===== config.mk =====
export PLATFORM = sky130hd
export DESIGN_NAME = if_fetch
export DESIGN_NICKNAME = d
export VERILOG_FILES = /design/src/rtl/if_fetch.sv
export SDC_FILE = /design/constraint.sdc
export NUM_CORES = 1
export LEC_CHECK = 0
export CORE_AREA = 2 2 105 97
export CTS_CLUSTER_SIZE = 12
export DETAILED_ROUTE_END_ITERATION = 10
export DIE_AREA = 0 0 107 99
export PLACE_DENSITY = 0.77
export SYNTH_ARGS = -nofsm -noshare
export SYNTH_HDL_FRONTEND = slang
export SYNTH_SLANG_ARGS = --single-unit

===== constraint.sdc =====
create_clock -name clk_i -period 2.8 [get_ports clk_i]
set_input_delay 0.42 -clock clk_i [delete_from_list [all_inputs] [get_ports clk_i]]
set_output_delay 0.42 -clock clk_i [all_outputs]
set_load 0.01 [all_outputs]

===== src/rtl/if_fetch.sv =====
// Instruction fetch stage: owns the PC, drives a synchronous instruction SRAM
// and offers {pc, inst} to ID through a valid/ready style handshake.
module if_fetch #(
  parameter int           W        = 32,
  parameter logic [W-1:0] RESET_PC = '0
) (
  input  logic         clk_i,
  input  logic         rst_i,
  input  logic         ctl_jbr_taken_i,
  input  logic [W-1:0] jbr_target_i,
  input  logic         ctl_id_allow_in_i,
  output logic         inst_sram_en_o,
  output logic [W-1:0] inst_sram_addr_o,
  input  logic [W-1:0] inst_sram_rdata_i,
  output logic [W-1:0] if_pc_o,
  output logic [W-1:0] if_inst_o,
  output logic         ctl_if_over_o
);

  // Handshake: ctl_if_over_o is valid, ctl_id_allow_in_i is ready. A transfer
  // ("fire") happens when both are high and no redirect is reported; a redirect
  // always wins and drops the offered instruction without a transfer.

  typedef enum logic [1:0] {
    ST_BOOT = 2'd0,
    ST_WAIT = 2'd1,
    ST_HOLD = 2'd2
  } state_e;

  state_e       state_q, state_d;
  logic [W-1:0] req_pc_q, req_pc_d;
  logic [W-1:0] hold_inst_q, hold_inst_d;

  logic [W-1:0] tgt_pc;
  logic [W-1:0] next_pc;
  logic         fire;

  assign tgt_pc  = {jbr_target_i[W-1:2], 2'b00};
  assign next_pc = req_pc_q + W'(4);

  always_comb begin
    state_d          = state_q;
    req_pc_d         = req_pc_q;
    hold_inst_d      = hold_inst_q;
    inst_sram_en_o   = 1'b0;
    inst_sram_addr_o = req_pc_q;
    if_pc_o          = req_pc_q;
    if_inst_o        = hold_inst_q;
    ctl_if_over_o    = 1'b0;

    case (state_q)
      ST_BOOT: begin
        if_pc_o          = RESET_PC;
        if_inst_o        = '0;
        inst_sram_en_o   = 1'b1;
        inst_sram_addr_o = ctl_jbr_taken_i ? tgt_pc : RESET_PC;
        req_pc_d         = ctl_jbr_taken_i ? tgt_pc : RESET_PC;
        state_d          = ST_WAIT;
      end
      ST_WAIT: begin
        ctl_if_over_o = 1'b1;
        if_inst_o     = inst_sram_rdata_i;
        if (ctl_jbr_taken_i) begin
          inst_sram_en_o   = 1'b1;
          inst_sram_addr_o = tgt_pc;
          req_pc_d         = tgt_pc;
        end else if (ctl_id_allow_in_i) begin
          inst_sram_en_o   = 1'b1;
          inst_sram_addr_o = next_pc;
          req_pc_d         = next_pc;
        end else begin
          // SRAM data is only valid this one cycle, so park it for the stall.
          hold_inst_d = inst_sram_rdata_i;
          state_d     = ST_HOLD;
        end
      end
      ST_HOLD: begin
        ctl_if_over_o = 1'b1;
        if (ctl_jbr_taken_i) begin
          inst_sram_en_o   = 1'b1;
          inst_sram_addr_o = tgt_pc;
          req_pc_d         = tgt_pc;
          state_d          = ST_WAIT;
        end else if (ctl_id_allow_in_i) begin
          inst_sram_en_o   = 1'b1;
          inst_sram_addr_o = next_pc;
          req_pc_d         = next_pc;
          state_d          = ST_WAIT;
        end
      end
      default: state_d = ST_BOOT;
    endcase

    // While reset is held the stage looks exactly like a fresh BOOT with no request.
    if (rst_i) begin
      inst_sram_en_o   = 1'b0;
      inst_sram_addr_o = RESET_PC;
      if_pc_o          = RESET_PC;
      if_inst_o        = '0;
      ctl_if_over_o    = 1'b0;
    end
  end

  assign fire = ctl_if_over_o & ctl_id_allow_in_i & ~ctl_jbr_taken_i;

  always_ff @(posedge clk_i) begin
    if (rst_i) begin
      state_q     <= ST_BOOT;
      req_pc_q    <= RESET_PC;
      hold_inst_q <= '0;
    end else begin
      state_q     <= state_d;
      req_pc_q    <= req_pc_d;
      hold_inst_q <= hold_inst_d;
    end
  end

  a_addr_aligned: assert property (@(posedge clk_i) disable iff (rst_i)
    inst_sram_addr_o[1:0] == 2'b00);

  a_offer_stable: assert property (@(posedge clk_i) disable iff (rst_i)
    (ctl_if_over_o && !fire && !ctl_jbr_taken_i)
      |=> ($stable(if_pc_o) && $stable(if_inst_o) && ctl_if_over_o));

  a_no_read_in_hold: assert property (@(posedge clk_i) disable iff (rst_i)
    (state_q == ST_HOLD && !ctl_jbr_taken_i && !ctl_id_allow_in_i) |-> !inst_sram_en_o);

endmodule


# Word-level counts from Yosys, hierarchy flattened
# Index checks and enable logic that the tools add are counted.
dict set report classes {
  addsub 1
  n_eq_ne 5
  muxes 20
  bitwise_logic 2
  reduce_logical 4
}
# cell count
set ops {}
lappend ops {{two-way mux 32 bit} 7}
lappend ops {{case mux 32 bit (2 select lines)} 2}
lappend ops {{adder 32 x 3 -> 32 bit (second input constant)} 1}
lappend ops {{two-way mux 2 bit} 4}
lappend ops {{case mux 2 bit (3 select lines)} 1}
lappend ops {{AND reduction 3 bit} 2}
lappend ops {{two-way mux 1 bit} 5}
lappend ops {{!= test 2 bit (second input constant)} 2}
lappend ops {{!= test 3 bit (second input constant)} 1}
lappend ops {{equality test 2 x 1 -> 1 bit (second input constant)} 1}
lappend ops {{equality test 2 bit (second input constant)} 1}
lappend ops {{zero test 2 bit} 1}
lappend ops {{NOT 1 bit} 2}
lappend ops {{case mux 1 bit (2 select lines)} 1}
lappend ops {{OR reduction 2 bit} 1}
dict set report word_totals {
  reg_bits 66
  in_bits 68
  elab_cells 35
}

# Logic depth before layout (Yosys ltp)
dict set report logic_depth {
  word_depth 5
  mapped_depth 9
  ltp_nobuf 7
}

# Least setup slack after synthesis
# OpenSTA, ideal clock, no wires.
dict set report synth_timing {
  path_kind {reg-to-output}
  startpoint {register state_q[0]}
  endpoint {output inst_sram_addr_o[21]}
  arrival_time_ps 1909
  required_time_ps 2380
  path_slack_ps 471
  stages_incl_launch_ff 9
  path_cell_list {dfxtp_1 inv_1 ha_1 nor2b_1 clkbuf_1 nand3_1 nor4b_1 a21oi_1 o211ai_1}
}
dict set report synth_via {
  elab_chain_len 4
}
# element line_no
set synth_lines {}
lappend synth_lines {{start, declared} 30} ;# state_e state_q, state_d;
lappend synth_lines {{start signal, assigned} 112} ;# state_q <= state_d;
lappend synth_lines {{equality test 2 bit / equality test 2 x 1 -> 1 bit (equally long branches)} 51} ;# case (state_q)
lappend synth_lines {{OR reduction 2 bit (no line)} -}
lappend synth_lines {{case mux 32 bit (2 select lines) *} 51}
lappend synth_lines {{two-way mux 32 bit *} 95} ;# if (rst_i) begin
lappend synth_lines {{end, declared} 13} ;# output logic [W-1:0] inst_sram_addr_o,
# Mark *: on every way between the ends. The rest lies on a longest branch, timed or not.

# Worst setup path after layout
dict set report layout_timing {
  startpoint {register req_pc_q[15]}
  endpoint {output inst_sram_addr_o[20]}
}
dict set report layout_via {
  elab_chain_len 5
}
# element line_no
set layout_lines {}
lappend layout_lines {{start, declared} 31} ;# logic [W-1:0] req_pc_q, req_pc_d;
lappend layout_lines {{start signal, assigned} 113} ;# req_pc_q <= req_pc_d;
lappend layout_lines {{adder 32 x 3 -> 32 bit} 39} ;# assign next_pc = req_pc_q + W'(4);
lappend layout_lines {{two-way mux 32 bit} {67, 84}}
lappend layout_lines {{two-way mux 32 bit} 79} ;# if (ctl_jbr_taken_i) begin
lappend layout_lines {{case mux 32 bit (2 select lines)} 51}
lappend layout_lines {{two-way mux 32 bit} 95}
# No other way between the ends.

==> flow_metrics.env <==
export IMPL_track_usage_pct=27.1
export IMPL_cts_hold_buffers=0
export IMPL_cap_violations=0
export IMPL_setup_worst_path_class="reg -> out"
export IMPL_tightest_slew_ps=378
export IMPL_core_region_area_um2=9490
export IMPL_postSynthAreaPerCell_um2=7.08
export IMPL_seq_area_frac_synth_pct=32.1
export IMPL_synth_edf_count=0
export IMPL_synthFlopType="dfxtp_1"
export IMPL_portBuffers=163
export IMPL_critPathRequiredTime_ps=2380
export IMPL_ys_types=60
export IMPL_die_w_um=107
export IMPL_start_util_pct=43.4
export IMPL_htree_levels=3
export IMPL_leakage_nw=2.48
export IMPL_drc=0
export IMPL_async_flop_share_pct=0
export IMPL_synth_nets=654
export IMPL_timing_final_ws_setup_ps=74.2
export IMPL_status="finished clean"
export IMPL_cts_sinks=66
export IMPL_power_mw=2.86
export IMPL_cts_root_buf="clkbuf_8"
export IMPL_final_common_cell="clkdlybuf4s50_1"
export IMPL_drt_pass1_iter_count=6
export IMPL_dieArea_um2=10600
export IMPL_syn_area_um2=4110
export IMPL_fmax_mhz=367
export IMPL_ioPinCount=166
export IMPL_critPathCaptureType="output port"
export IMPL_vias=5138
export IMPL_drt_wl_total_mm=14.9
export IMPL_grt_pass1_vias=4816
export IMPL_gp_congestion=0.929
export IMPL_num_rows=34
export IMPL_grt_pass1_wl_mm=23.3
export IMPL_post_drt_wl_per_cell_um=16.4
export IMPL_drtIter0Drc=299
export IMPL_maxSlewHeadroom_pct=74.8
export IMPL_fin_crit_ps=2730
export IMPL_final_cell_mix="clkdlybuf4s50_1 (128), nand2_1 (98), a21oi_1 (86)"
export IMPL_cts_buffers=9
export IMPL_slew_violations=0
export IMPL_drive_gt1_share_pct=19.6
export IMPL_ant_nets=0
export IMPL_hold_viol=0
export IMPL_area_growth_pct=59.8
export IMPL_holdCritPathClass="reg -> reg"
export IMPL_grt_start_max_net_pins=46
export IMPL_finClkSkew_ps=15.6
export IMPL_cts_path_max_buffers=2
export IMPL_finalSetupViolCount=0
export IMPL_arrival_ps=2310
export IMPL_post_place_ws_ps=-486
export IMPL_clock_latency_ps=360
export IMPL_num_antenna_cells=0
export IMPL_powerDensity_nw_per_um2=435
export IMPL_yosysWarnings=0
export IMPL_synth_seq_cells=66
export IMPL_critPathMaxFanout=4
export IMPL_layout_nets=854
export IMPL_antenna_found_initial=0
export IMPL_period_share_pct=97.4
export IMPL_rsz0062_at_grt="yes"
export IMPL_dp_hpwl_mm=10.6
export IMPL_netlist_instances=581
export IMPL_path_clk_slew_ps=90
export IMPL_routed_via_density=5.63
export IMPL_vdd_ir_drop_worst_mv=0.319
export IMPL_start_kind="register"
export IMPL_cts_tree="yes"
export IMPL_overflow=0
export IMPL_die_h_um=99
export IMPL_fill_cells=811
==> worst max-delay path, stage by stage, from the launching register on <==
cell and delay [ps]:
dfxtp_2 340, nand3_2 120, or4_4 570, buf_4 170
o41ai_2 200, nand2_1 100, a21oi_2 190, clkdlybuf4s15_2 250
==> sequential cells by signal (all words and copies together) (netlist names) <==
register and count:
state_q 2, hold_inst_q 32, req_pc_q 32
==> routing by layer <==
metal | vias up | GRT usage [%] | wire [um]
li1 | 2459 | - | -
met1 | 2368 | 32.1 | 6070
met2 | 265 | 46.3 | 7090
met3 | 46 | 7.54 | 1310
met4 | 0 | 10.6 | 440
met5 | - | 0 | 0
==> synth_stat cells, types with 5 or more instances <==
cell | instances | area [um^2]
clkbuf_1 | 34 | 128
nand3_1 | 13 | 65.1
dfxtp_1 | 66 | 1320
o21ai_0 | 16 | 80.1
nor3b_1 | 34 | 255
a221oi_1 | 5 | 43.8
nor3_1 | 19 | 95.1
ha_1 | 5 | 62.6
nor2_1 | 54 | 203
and2_1 | 32 | 200
a22oi_1 | 6 | 45.0
inv_1 | 9 | 33.8
buf_1 | 6 | 22.5
a21oi_1 | 88 | 440
a31oi_1 | 5 | 31.3
o22ai_1 | 8 | 50.1
and3_1 | 8 | 50.1
nand2_1 | 98 | 368
nand4_1 | 7 | 43.8
==> power by group <==
group          internal [mW]  switching, mW  total, mW
clock                  0.505          0.417      0.922
combinational          0.428          0.466      0.895
sequential             0.994         0.0441       1.04
==> kinds of logic after synthesis <==
family          share of synthesized area (%)
compound gates                           22.5
buf+inv                                  6.24
simple gates                             36.7
fa+ha+maj                                1.52
mux                                     0.487
xor+xnor                                0.426
flops                                    32.1
==> repair_timing <==
item,in CTS,in global routing
gates resized for setup,66,54
setup endpoints to repair,50,34
setup buffers,7,6
pin swaps,11,12
==> layout make-up <==
class | instances | area [um^2] | share of cell area, %
clock buffers | 10 | 128 | 1.94
repair buffers | 237 | 2140 | 32.6
flip-flops and latches | 66 | 1340 | 20.3
clock inverters | 6 | 90.1 | 1.37
well taps | 126 | 158 | 2.40
multi-input cells | 458 | 2680 | 40.8
inverters | 9 | 33.8 | 0.514
==> worst paths after layout <==
check	startpoint	endpoint	slack, ps	cells past startpoint
max reg2reg	req_pc_q[15]	req_pc_q[23]	900	5
min reg2reg	hold_inst_q[25]	hold_inst_q[25]	450	2
max	req_pc_q[15]	inst_sram_addr_o[20]	70	7
min	hold_inst_q[25]	hold_inst_q[25]	450	2
==> through the flow <==
| stage | TNS [ps] | instance area (um^2) | cells | hold slack, ps | util [%] |
|---|---|---|---|---|---|
| after floorplan | 0 | 4110 | 581 | 432 | - |
| after global placement | -5340 | 6160 | 883 | 437 | 65.0 |
| after detailed placement | -6450 | 6160 | 883 | 444 | 65.0 |
| after CTS | -3.79 | 6490 | 906 | 456 | 68.4 |
| after global routing | -14.2 | 6570 | 912 | 474 | 69.3 |
| final | 0 | 6570 | 912 | 454 | 69.3 |
(Power assumes the default switching activity.)
